==> src/rtl/conv8_32.sv <==
// conv8_32: byte-to-word assembler.
// Packs each run of four consecutive valid bytes into one 32-bit word and
// emits it with a one-cycle strobe. A gap in the byte stream mid-word drops
// the partial word and pulses err_frag once.
module conv8_32 #(
    parameter bit MSB_FIRST = 1'b1
) (
    input  logic        clk_4f,
    input  logic        reset,
    input  logic [7:0]  in_data8,
    input  logic        in8,
    output logic [31:0] out_data32,
    output logic        out32,
    output logic        err_frag
);

    // Byte slots held for the current word. Slot k holds byte k of the word.
    logic [1:0]      cnt;
    logic [2:0][7:0] acc;

    // The four bytes of the word being completed, indexed by arrival order.
    logic [3:0][7:0] word_bytes;
    logic [31:0]     word;

    assign word_bytes = {in_data8, acc[2], acc[1], acc[0]};

    // Place byte k either from the top down or from the bottom up.
    for (genvar k = 0; k < 4; k++) begin : g_place
        if (MSB_FIRST) begin : g_msb
            assign word[31-8*k -: 8] = word_bytes[k];
        end else begin : g_lsb
            assign word[8*k +: 8] = word_bytes[k];
        end
    end

    // Byte collection, word completion and fragment detection.
    // acc is not cleared on a discard: it is never read while cnt is 0.
    always_ff @(posedge clk_4f) begin
        if (reset) begin
            cnt        <= 2'd0;
            acc        <= '0;
            out_data32 <= '0;
            out32      <= 1'b0;
            err_frag   <= 1'b0;
        end else if (in8) begin
            err_frag <= 1'b0;
            if (cnt == 2'd3) begin
                out_data32 <= word;
                out32      <= 1'b1;
                cnt        <= 2'd0;
            end else begin
                acc[cnt] <= in_data8;
                out32    <= 1'b0;
                cnt      <= cnt + 2'd1;
            end
        end else begin
            out32    <= 1'b0;
            err_frag <= (cnt != 2'd0);
            cnt      <= 2'd0;
        end
    end

endmodule

==> config.mk <==
export PLATFORM = sky130hd
export DESIGN_NAME = conv8_32
export DESIGN_NICKNAME = d
export VERILOG_FILES = /design/src/rtl/conv8_32.sv
export SDC_FILE = /design/constraint.sdc
export NUM_CORES = 1
export LEC_CHECK = 0
export CAP_MARGIN = 15
export CORE_ASPECT_RATIO = 1.1
export CORE_MARGIN = 2
export CORE_UTILIZATION = 45
export DETAILED_ROUTE_END_ITERATION = 6
export DONT_BUFFER_PORTS = 1
export PLACE_DENSITY = 0.59
export SYNTH_ARGS = -nofsm -noshare
export SYNTH_HDL_FRONTEND = slang
export SYNTH_SLANG_ARGS = --single-unit
==> constraint.sdc <==
create_clock -name clk_4f -period 1.5 [get_ports clk_4f]
set_input_delay 0.45 -clock clk_4f [delete_from_list [all_inputs] [get_ports clk_4f]]
set_output_delay 0.45 -clock clk_4f [all_outputs]
set_load 0.02 [all_outputs]
==> summary.txt, run 1 <==
Crit path kind = register to register
Yosys warns = 0
Least-Margin Pin Slew = 0.252 ns
Maxcap violations = 0
Total leakage power = 1.08 nW
CTS tree = done
Hold Path Class = primary input to register
Non-filler instance count after layout = 323
Die H = 83.6 um
Initial antenna violation count = 0
Clock Power Share = 44.5%
Hold endpoint = out_data32[22]
Clk slew on worst S/H paths = 0.06 ns
WHS Path Cells = 1
CP Cell Sequence = ha_2 -> nand3b_1 -> buf_4 -> mux2i_1
Seq/Total Area, Yosys = 46.3%
Worst Setup End Kind = register
Cells after Synth = 251
Largest fanout on the critical path = 6
Status = completed
Bufs on Longest Clock Path = 2
Pwr per Cell Area = 1140 nW/um2
Max-slew violations = 0
Crit path max-delay family = flip-flops
First DRT Iteration DRCs = 78
Commonest non-fill, non-tap cell in the layout = dfxtp_1
Vias per cell = 5.09
Drt total wl = 4.93 mm
CTS resizes = 0
Antenna Violating Nets Remaining = 0
Mapped Avg Cell Area = 10.3 um2
First-pass GRT wire length = 8.45 mm
DR DRC count = 0
Setup TNS = 0 ns
Seq cells post-synth = 60
First-pass iteration count of the detailed router = 4
Vias = 1643
Std cell rows = 29
Crit path launch type = register
Yosys top cell area share = 46.3%
Final Instance Area = 2770 um2
Worst path depth = 4
Flop pwr share = 52.1%
Net Sw Frac = 20.4%
Synth top area cells = dfxtp_1 46%, mux2i_1 9.3%, a21bo_1 7.7%, nand2b_1 7.7%, nand3_1 6.2%
Initial core utilization = 45.8%
Hold Vio Cnt, Final = 0
Vias in the first global route = 1646
Reg2reg end = acc[10]
Grt total ovfl = 0
R2R Setup Slk = 0.17 ns
Area post-placement = 2570 um2
GRT Total Usage = 16.7%
Hold Slack = 0.187 ns
IO buf count = 0
P&R area growth vs syn = 6.71%
Relative slew slack = 83.2%
Most frequent cells in the layout = 60 x dfxtp_1, 32 x nand3_1, 32 x nand2b_1
RSZ-0062 raised after global routing = no
Tcrit/Tclk final = 88.5%
Buffers & Inverters on Critical Path = 1
Final HPWL from detailed placement = 2.87 mm
Share of total power in combinational logic = 3.3%
Skew final = 0.00550 ns
Later-pin clock latency in the skew report = 0.33 ns
WL/cell = 15.3 um
Die Width = 76.4 um
Nets = 256
Max VDD drop = 0.719 mV
R2R Path Start = cnt[0]
Syn_nets = 266
Slowest library cell on the worst path = dfxtp_1
Crit path time final = 1.33 ns
Post-CTS Setup Inserts = 0
Cell taking the most area after synthesis = dfxtp_1
Int Power = 0.00251 W
CORE AREA = 5660 um2
H-tree depth reported by CTS = 3
Crit path DAT = 1.58 ns
Clock root buffer = clkbuf_8
Routability congestion estimate = 0.724
Dpl cells = 307
Ratio of cells with drive above 1 in the final layout = 15.0%
Die area = 6380 um2
Reg2reg path depth = 4
TritonCTS sink count = 60
CTS Hold Bufs = 0
Required @ worst endpoint = 1.75 ns
Ports = 45
Critical path's largest stage delay = 0.40 ns
Final setup viols = 0
# diodes = 0
Hold path startpoint = reset
Largest net degree at the start of global routing = 72
Switch Pwr = 0.000644 W
Mapped Area = 2590 um2
Synth cell types = 19
Fmax = 753 MHz
Cts bufs inserted = 9
## metrics by stage
step,total power [W],setup WS (ns),util [%]
final,0.00315,0.172,48.9
after global routing,0.00329,0.0381,48.9
after CTS,0.00320,0.161,48.9
after detailed placement,0.00178,0.196,45.3
after global placement,0.00178,0.250,45.3
after floorplan,0.00182,0.277,-
## state kept, by name (all words and copies together), names as in the netlist
signal      cells
out32           1
cnt             2
out_data32     32
acc            24
err_frag        1
## cell usage after synthesis
library cell  number
a21bo_1           20
a21bo_2           12
a21oi_1           28
a21oi_2            4
and3b_1            2
buf_2             11
buf_4              7
buf_6              5
clkbuf_1           3
dfxtp_1           60
ha_1               4
inv_1              2
mux2i_1           24
nand2b_1          32
nand3_1           32
nand3b_1           2
nor3_1             1
nor4b_2            1
nor4bb_1           1
## worst register-to-register path, cell delays in order (launching register included)
cell	delay (ns)
dfxtp_1	0.40
ha_2	0.27
nand3b_1	0.20
buf_4	0.20
mux2i_1	0.19
## final cells by class
type,instances,area [um2]
clock buffer,16,200
fill,558,2890
inverter,2,7.51
multi-input combinational,163,1210
sequential,60,1200
tap,77,96.3
timing repair buffer,5,50.0
## how the worst max path moves through the flow
| stage | start | to |
|---|---|---|
| finish | cnt[0] | acc[10] |
| global route | cnt[0] | acc[10] |
| CTS | cnt[0] | acc[10] |
| detailed placement | cnt[0] | acc[12] |
| global placement | cnt[0] | acc[11] |
| floorplan | cnt[0] | acc[0] |
## logic make-up after synthesis
logic type      share of synthesized area (%)
simple gates                             16.3
compound gates                           19.1
flops                                    46.3
buf+inv                                  7.05
mux                                      9.27
fa+ha+maj                                1.93
## routing by layer
layer	track usage [%]	vias to the layer above	routed length [um]
li1	-	844	-
met1	22.7	751	2420
met2	23.5	44	2190
met3	5.84	4	253
met4	8.26	0	61
met5	0	-	0
## power by group through the flow
stage / registers [W] / clock network (W) / logic, W
floorplan: 0.00167 / 0 / 0.000143
global placement: 0.00168 / 0 / 0.000105
detailed placement: 0.00168 / 0 / 0.000106
CTS: 0.00164 / 0.00145 / 0.000107
global route: 0.00164 / 0.00153 / 0.000116
finish: 0.00164 / 0.00140 / 0.000105
Note: power is estimated with default switching activity, not from simulation.
==> run 2, diff against run 1 <==
ABC_CLOCK_PERIOD_IN_PS = 1500   (was unset)
CORE_ASPECT_RATIO = 0.75   (was 1.1)
SETUP_SLACK_MARGIN = 0.1   (was unset)
==> run 2 against run 1 <==
Against the previous run:
- worst hold slack worse by 0.0052 ns
- register-to-register slack better by 0.02 ns
- worst setup slack better by 0.018 ns
- maximum frequency is 1.4% higher
- design area decreased by 0.41%
- cell count shrank 0.31%
- sequential share of layout area rose by 0.18 points
- die area hardly changed
- power grew 1.2%
- non-clock buffer count increased by 1
- clock skew decreased by 0.0015 ns
- global-route usage rose by 0.47 points
==> summary.txt, run 2 (same netlist as run 1, synthesis figures left out) <==
CORE AREA = 5440 um2 (was 5660 um2)
Status = completed (unchanged)
Max VDD drop = 0.612 mV (was 0.719 mV)
Routability congestion estimate = 0.712 (was 0.724)
Skew final = 0.00400 ns (was 0.00550 ns)
# diodes = 0 (unchanged)
Vias per cell = 5.26 (was 5.09)
Initial core utilization = 47.7% (was 45.8%)
Area occupied by registers = 1200 um2 (unchanged)
Setup TNS = 0 ns (unchanged)
Hold Path Class = primary input to register (unchanged)
Maxcap violations = 0 (unchanged)
Commonest non-fill, non-tap cell in the layout = dfxtp_1 (unchanged)
Crit path DAT = 1.57 ns (was 1.58 ns)
WL/cell = 15.4 um (was 15.3 um)
Vias in the first global route = 1821 (was 1646)
Clk slew on worst S/H paths = 0.06 ns (about the same)
Ports = 45 (unchanged)
Ratio of cells with drive above 1 in the final layout = 14.6% (was 15.0%)
P&R area growth vs syn = 6.27% (was 6.71%)
Die Width = 91.6 um (was 76.4 um)
Std cell rows = 23 (was 29)
Post-CTS Setup Inserts = 0 (unchanged)
Crit path time final = 1.31 ns (was 1.33 ns)
Vias = 1695 (was 1643)
Hold Vio Cnt, Final = 0 (unchanged)
CTS resizes = 0 (unchanged)
Largest fanout on the critical path = 6 (unchanged)
Clock root buffer = clkbuf_8 (unchanged)
Multi-input gate area = 1210 um2 (unchanged)
Fillcell total = 490 (was 558)
Worst Setup End Kind = register (unchanged)
Register with the most flip-flops = out_data32 (unchanged)
Bufs on Longest Clock Path = 2 (unchanged)
First-pass GRT wire length = 8.60 mm (was 8.45 mm)
Crit path launch type = register (unchanged)
Cts bufs inserted = 9 (unchanged)
CTS tree = done (unchanged)
Area post-placement = 2560 um2 (was 2570 um2)
Largest net degree at the start of global routing = 72 (unchanged)
Worst setup margin = 0.190 ns (was 0.172 ns)
Final setup viols = 0 (unchanged)
Max-slew violations = 0 (unchanged)
GRT Total Usage = 17.2% (was 16.7%)
DR DRC count = 0 (unchanged)
Die area = 6390 um2 (was 6380 um2)
Required @ worst endpoint = 1.76 ns (was 1.75 ns)
Final Instance Area = 2760 um2 (was 2770 um2)
First DRT Iteration DRCs = 98 (was 78)
Initial antenna violation count = 0 (unchanged)
CTS Hold Bufs = 0 (unchanged)
Final HPWL from detailed placement = 3.02 mm (was 2.87 mm)
Pwr per Cell Area = 1160 nW/um2 (was 1140 nW/um2)
RSZ-0062 raised after global routing = no (unchanged)
R2R Path Start = cnt[0] (unchanged)
Tcrit/Tclk final = 87.3% (was 88.5%)
Antenna Violating Nets Remaining = 0 (unchanged)
Die H = 69.7 um (was 83.6 um)
Relative slew slack = 83.0% (was 83.2%)
Dpl ws = 0.205 ns (was 0.196 ns)
IO buf count = 0 (unchanged)
Most frequent cells in the layout = 60 x dfxtp_1, 32 x nand3_1, 32 x nand2b_1 (unchanged)
First-pass iteration count of the detailed router = 3 (was 4)
Later-pin clock latency in the skew report = 0.34 ns (was 0.33 ns)
Fmax = 764 MHz (was 753 MHz)
Total leakage power = 1.08 nW (about the same)
H-tree depth reported by CTS = 3 (unchanged)
Top Registers = out_data32 (32), acc (24), cnt (2) (unchanged)
CP Launch Point = cnt[0] (unchanged)
Grt total ovfl = 0 (unchanged)
Max reg flops = 32 (unchanged)
TritonCTS sink count = 60 (unchanged)
Drt total wl = 4.97 mm (was 4.93 mm)
Crit path kind = register to register (unchanged)
Least-Margin Pin Slew = 0.255 ns (was 0.252 ns)
Hold path startpoint = reset (unchanged)
Nets = 257 (was 256)
-- run 2: critical path: stages (launching register included) --
cell	delay, ns
dfxtp_1	0.40
ha_2	0.25
nand3b_1	0.21
buf_4	0.21
mux2i_1	0.18
-- run 2: report_power, final --
group          switching (W)  internal, W  total (W)
clock               0.000580     0.000861    0.00144
sequential         0.0000205      0.00162    0.00164
combinational      0.0000492    0.0000550   0.000104
-- run 2: metal layers --
layer	up-vias	global-route usage [%]	part of all wire (%)
met5	-	0	0
met4	0	8.59	2.2
met3	14	6.74	5.9
met1	802	20.2	47
li1	846	-	-
met2	33	27.3	45
-- run 2: cell type report --
| class | instances | area share, % |
|---|---|---|
| multi-input cells | 163 | 44.0 |
| flip-flops and latches | 60 | 43.6 |
| clock buffers | 15 | 6.04 |
| well taps | 75 | 3.41 |
| repair buffers | 6 | 1.63 |
| clock inverters | 1 | 1.09 |
| inverters | 2 | 0.272 |
-- run 2: worst paths after layout --
| kind | end | slack [ns] | cells after the start |
|---|---|---|---|
| max | acc[10] | 0.19 | 4 |
| min reg2reg | out_data32[13] | 0.45 | 2 |
| min | out_data32[1] | 0.18 | 1 |
| max reg2reg | acc[10] | 0.19 | 4 |
-- run 2: stage by stage --
step	instances	power (W)	utilization [%]	hold WS (ns)
after global routing	322	0.00332	50.7	0.154
after CTS	322	0.00324	50.7	0.155
after global placement	306	0.00178	47.0	0.449
final	322	0.00319	50.7	0.181
after detailed placement	306	0.00178	47.0	0.454
after floorplan	251	0.00182	-	0.444
